==> src/rtl/vdp_tile_address_pipeline.sv <==
// Two-stage VDP tile row address generator with per-layer base/scroll configuration.
// Define VDP_TALL_TILE_EN to build in 16-pixel-high tile support.
module vdp_tile_address_pipeline #(
    parameter int unsigned LAYERS            = 4,
    parameter int unsigned ADDR_WIDTH        = 14,
    parameter int unsigned TILE_NUMBER_WIDTH = 9
) (
    input  logic                  clk,
    input  logic                  reset,
    input  logic                  flush,
    input  logic                  cfg_write,
    input  logic [2:0]            cfg_layer,
    input  logic [1:0]            cfg_select,
    input  logic [15:0]           cfg_data,
    input  logic                  in_valid,
    output logic                  in_ready,
    input  logic [2:0]            in_layer,
    input  logic [3:0]            in_raster_y,
    input  logic [15:0]           in_map_data,
    output logic                  out_valid,
    input  logic                  out_ready,
    output logic [ADDR_WIDTH-1:0] out_address,
    output logic [2:0]            out_layer
);

    localparam int unsigned OFF_WIDTH = TILE_NUMBER_WIDTH + 3;
    localparam int unsigned SUM_WIDTH = (ADDR_WIDTH > OFF_WIDTH) ? ADDR_WIDTH : OFF_WIDTH;

    logic [ADDR_WIDTH-1:0] tile_base [LAYERS];
    logic [3:0]            scroll_y  [LAYERS];
`ifdef VDP_TALL_TILE_EN
    logic [LAYERS-1:0]     tall;
`endif

    // Selected layer configuration for the word being offered
    logic [ADDR_WIDTH-1:0] sel_base;
    logic [3:0]            sel_scroll;
    logic                  sel_tall;
    logic                  sel_ok;

    logic                         s1_valid;
    logic [TILE_NUMBER_WIDTH-1:0] s1_tile;
    logic                         s1_flip;
    logic [3:0]                   s1_raster_y;
    logic [ADDR_WIDTH-1:0]        s1_base;
    logic [3:0]                   s1_scroll;
    logic                         s1_tall;
    logic                         s1_layer_ok;
    logic [2:0]                   s1_layer;

    logic                  s2_adv;
    logic                  s1_load;
    logic [3:0]            row_sum;
    logic [3:0]            row4;
    logic [OFF_WIDTH-1:0]  offset;
    logic [ADDR_WIDTH-1:0] addr_next;
    logic                  unused_bits;

    assign unused_bits = ^{cfg_data, in_map_data, s1_tall};

    assign s2_adv    = !out_valid || out_ready;
    assign s1_load   = !s1_valid || s2_adv;
    assign in_ready  = !reset && !flush && s1_load;

    always_ff @(posedge clk or posedge reset) begin
        if (reset) begin
            for (int l = 0; l < LAYERS; l++) begin
                tile_base[l] <= '0;
                scroll_y[l]  <= '0;
            end
`ifdef VDP_TALL_TILE_EN
            tall <= '0;
`endif
        end else if (cfg_write) begin
            for (int l = 0; l < LAYERS; l++) begin
                if (cfg_layer == 3'(l)) begin
                    case (cfg_select)
                        2'd0: tile_base[l] <= ADDR_WIDTH'(cfg_data);
                        2'd1: scroll_y[l]  <= cfg_data[3:0];
`ifdef VDP_TALL_TILE_EN
                        2'd2: tall[l]      <= cfg_data[0];
`endif
                        default: ;
                    endcase
                end
            end
        end
    end

    always_comb begin
        sel_base   = '0;
        sel_scroll = '0;
        sel_tall   = 1'b0;
        sel_ok     = 1'b0;
        for (int l = 0; l < LAYERS; l++) begin
            if (in_layer == 3'(l)) begin
                sel_base   = tile_base[l];
                sel_scroll = scroll_y[l];
`ifdef VDP_TALL_TILE_EN
                sel_tall   = tall[l];
`endif
                sel_ok     = 1'b1;
            end
        end
    end

    // Row within the tile; row4[2:0] is also the flipped 8-pixel row
    always_comb begin
        row_sum = s1_scroll + s1_raster_y;
        row4    = row_sum ^ {4{s1_flip}};
        offset  = {s1_tile, row4[2:0]};
`ifdef VDP_TALL_TILE_EN
        if (s1_tall) begin
            offset = {s1_tile + (row4[3] ? TILE_NUMBER_WIDTH'(16) : '0), row4[2:0]};
        end
`endif
        addr_next = s1_layer_ok ? ADDR_WIDTH'(SUM_WIDTH'(s1_base) + SUM_WIDTH'(offset)) : '0;
    end

    always_ff @(posedge clk or posedge reset) begin
        if (reset) begin
            s1_valid    <= 1'b0;
            s1_tile     <= '0;
            s1_flip     <= 1'b0;
            s1_raster_y <= '0;
            s1_base     <= '0;
            s1_scroll   <= '0;
            s1_tall     <= 1'b0;
            s1_layer_ok <= 1'b0;
            s1_layer    <= '0;
            out_valid   <= 1'b0;
            out_address <= '0;
            out_layer   <= '0;
        end else if (flush) begin
            s1_valid  <= 1'b0;
            out_valid <= 1'b0;
        end else begin
            if (s2_adv) begin
                out_valid <= s1_valid;
                if (s1_valid) begin
                    out_address <= addr_next;
                    out_layer   <= s1_layer;
                end
            end
            if (s1_load) begin
                s1_valid <= in_valid;
                if (in_valid) begin
                    s1_tile     <= in_map_data[TILE_NUMBER_WIDTH-1:0];
                    s1_flip     <= in_map_data[10];
                    s1_raster_y <= in_raster_y;
                    s1_base     <= sel_base;
                    s1_scroll   <= sel_scroll;
                    s1_tall     <= sel_tall;
                    s1_layer_ok <= sel_ok;
                    s1_layer    <= in_layer;
                end
            end
        end
    end

endmodule

==> config.mk <==
export PLATFORM = sky130hd
export DESIGN_NAME = vdp_tile_address_pipeline
export DESIGN_NICKNAME = d
export VERILOG_FILES = /design/src/rtl/vdp_tile_address_pipeline.sv
export SDC_FILE = /design/constraint.sdc
export NUM_CORES = 1
export LEC_CHECK = 0
export CAP_MARGIN = 10
export CORE_MARGIN = 2
export CORE_UTILIZATION = 34
export CTS_CLUSTER_DIAMETER = 30
export DETAILED_ROUTE_END_ITERATION = 6
export PLACE_DENSITY_LB_ADDON = 0.3
export SETUP_SLACK_MARGIN = 0.15
export SLEW_MARGIN = 0
export SYNTH_ARGS = -nofsm -noshare
export SYNTH_HDL_FRONTEND = slang
export SYNTH_SLANG_ARGS = --single-unit
==> constraint.sdc <==
create_clock -name clk -period 4.6 [get_ports clk]
set_clock_uncertainty 0.05 [all_clocks]
set_input_delay 0.92 -clock clk [delete_from_list [all_inputs] [get_ports clk]]
set_output_delay 0.92 -clock clk [all_outputs]
set_load 0.02 [all_outputs]
==> results.yml <==
clock_network:
  post_cts_buffers: 0
  path_clk_slew_ns: 0.05
  cts_inserted_buffers: 17
  cts.repair.resized: 0
  clkLatencyLatePin_ns: 0.42
  hold_buffers: 0
  cts_tree: "built"
  htreeDepth: 4
  cts_root_buf: "clkbuf_16"
  cts.sinks: 121
  cts_buffer_depth: 2
yosys:
  ys_seq_elements: 121
  synthAdderAreaFrac_pct: 3.64
  synthXorXnorAreaFrac_pct: 1.89
  syn_avg_cell_area_um2: 12.8
  synth_ff_type: "dfrtp_1"
  synth_cells: 436
  syn-cell-area_mm2: 0.00558
  async_reset_ff_share_pct: 100
  synth_compound_area_share_pct: 12.7
  synth_top_family_by_area: "multiplexers"
  synth-simple-area-share_pct: 7.54
  synth-seq-area-share_pct: 54.3
  syn-num-nets: 501
  synth_edf_count: 0
  yosysWarnings: 0
  synthMuxAreaShare_pct: 17.6
  synth.distinct_cells: 51
cells_and_area:
  multi_input_area_mm2: 0.00242
  layout.nets: 565
  synthToLayoutAreaGrowth_pct: 26.7
  drive_gt1_share_pct: 26.9
  antenna_cells: 0
  seq_area_mm2: 0.00303
  nFillCells: 1499
place:
  place_congestion: 0.949
  dp_hpwl_um: 8340
  post-place-ws_ns: 1.20
  port-buffer-count: 59
worst_hold_path:
  min_from: "out_address[2]$_DFFE_PP0P_"
  min_path_cells: 2
  hold_end: "out_address[2]$_DFFE_PP0P_"
  hold_class: "reg -> reg"
global_route:
  antenna_found_initial: 0
  grt_pass1_wl_um: 20100
  grt_overflow: 0
  grt_pass1_vias: 3944
  grt_max_degree: 56
  grt_use_total_pct: 14.7
sta:
  timing.final.crit_share_pct: 73.5
  fin_ws_ns: 1.22
  tightest_slew_ns: 0.763
  min_period_ns: 3.38
  finalHoldViolCount: 0
  fin_setup_tns_ns: 0
  max_freq_mhz: 296
  setup_viol: 0
  max_slew_margin_pct: 49.0
  rsz0062_at_grt: "false"
  drv_slew: 0
floorplan:
  core-area_mm2: 0.0159
  io_pins: 69
  start_util_pct: 35.0
  fp.dieArea_mm2: 0.0174
  die_y_um: 132
  core.rowCount: 46
  die_w_um: 132
setup_path:
  endpoint_kind: "primary output"
  arrival_ns: 2.41
  worstSetupPathType: "in -> out"
  startpoint_type: "input port"
  critPathMaxFanout: 3
  worstReg2RegEnd: "out_address[12]$_DFFE_PP0P_"
  timing.rr.start: "s1_raster_y[0]$_DFFE_PP0P_"
  reg2reg_depth: 9
  ff2ff_setup_slack_ns: 1.49
  required_ns: 3.63
drt:
  routed_via_density: 5.06
  wl_um: 12000
  ant_nets: 0
  vias: 3691
  drc: 0
  wire_per_inst_um: 16.5
  dr.first_iter.drc_count: 248
  drt_first_pass_iters: 4
power:
  p_per_area_mw_per_mm2: 502
  p_leak_uw: 0.00306
  irDropWorstVdd_mv: 0.270
job:
  cap_violations: 0
outcome:
  status: "finished clean"
[where the power goes]
part	total, uW	switching, uW	internal [uW]
Sequential	1370	111	1260
Combinational	665	318	347
Clock	1500	488	1010
Total	3540	917	2630
[how the worst max path moves through the flow]
| stage | to | slack [ns] | start |
|---|---|---|---|
| after floorplan | out_address[0]$_DFFE_PP0P_ | 0.42 | reset |
| after global placement | in_ready | 1.29 | out_ready |
| after detailed placement | in_ready | 1.20 | out_ready |
| after CTS | in_ready | 1.20 | out_ready |
| after global routing | in_ready | 1.15 | out_ready |
| final | in_ready | 1.22 | out_ready |
[flip-flops by register name, indices dropped and copies added, names as in the netlist, 3 cells and up]
signal,cells
tile_base,56
out_address,14
s1_base,14
scroll_y,12
s1_tile,9
out_layer,3
s1_layer,3
s1_raster_y,3
s1_scroll,3
[placed cells by master, fill, tap and decap left out, types with 8 or more instances in the layout]
| cell | n |
|---|---|
| o21ai_0 | 24 |
| clkdlybuf4s50_1 | 59 |
| clkbuf_16 | 17 |
| mux2_2 | 87 |
| nor2_1 | 9 |
| a22o_1 | 22 |
| ha_1 | 13 |
| xnor2_1 | 8 |
| dfrtp_1 | 121 |
| a221oi_1 | 17 |
| nand2_1 | 41 |
| a21oi_1 | 9 |
[per-layer routing]
metal	GRT usage [%]	share of wire (%)	up-vias
li1	-	-	1753
met4	5.68	0.92	0
met3	3.81	4.4	8
met2	25.6	52	83
met1	17.4	43	1847
met5	0	0	-
[final cells by class]
class                   count  share of cell area (%)
repair buffers             66                    9.11
inverters                   5                   0.301
well taps                 216                    3.83
clock inverters            15                    3.54
clock buffers              17                    6.02
multi-input cells         289                    34.3
flip-flops and latches    121                    42.9
[critical path: stages]
cell             delay, ns
clkdlybuf4s50_1       0.48
and3b_1               0.21
nor3_1                0.15
clkdlybuf4s50_1       0.64
[through the flow]
step	cells	hold WS [ns]	util [%]	instance area (um2)	power, uW
3_5_place_dp	697	0.423	40.1	6390	2060
4_1_cts	729	0.436	44.3	7060	3580
3_3_place_gp	697	0.416	40.1	6390	2020
2_1_floorplan	436	0.404	-	5580	1820
6_report	729	0.427	44.3	7060	3540
5_1_grt	729	0.454	44.3	7060	3710
[logic make-up (layout without fill, tap and decap cells)]
| group | after synthesis | count (layout) |
|---|---|---|
| AOI/OAI and AO/OA | 95 | 95 |
| DFF | 121 | 121 |
| and+or+nand+nor | 80 | 80 |
| muxes | 87 | 87 |
| xor gates and xnor gates | 12 | 12 |
| adders and majority gates | 15 | 15 |
| buffers and inverters | 26 | 103 |
[cells in the mapped netlist, types with 3 or more instances]
cell,number,area share [%]
dfrtp_1,121,54
mux2_2,87,18
nand2_1,41,2.8
o21ai_0,24,2.2
a22o_1,22,3.5
a221oi_1,17,2.7
ha_1,13,2.9
a21oi_1,9,0.81
buf_2,9,0.81
clkbuf_1,9,0.61
nor2_1,9,0.61
xnor2_1,8,1.3
inv_1,5,0.34
nor2b_1,4,0.45
xor2_1,4,0.63
a21o_1,3,0.40
nand3_1,3,0.27
nor3_1,3,0.27
o31ai_1,3,0.40
or3_1,3,0.34
(Power assumes the default switching activity.)
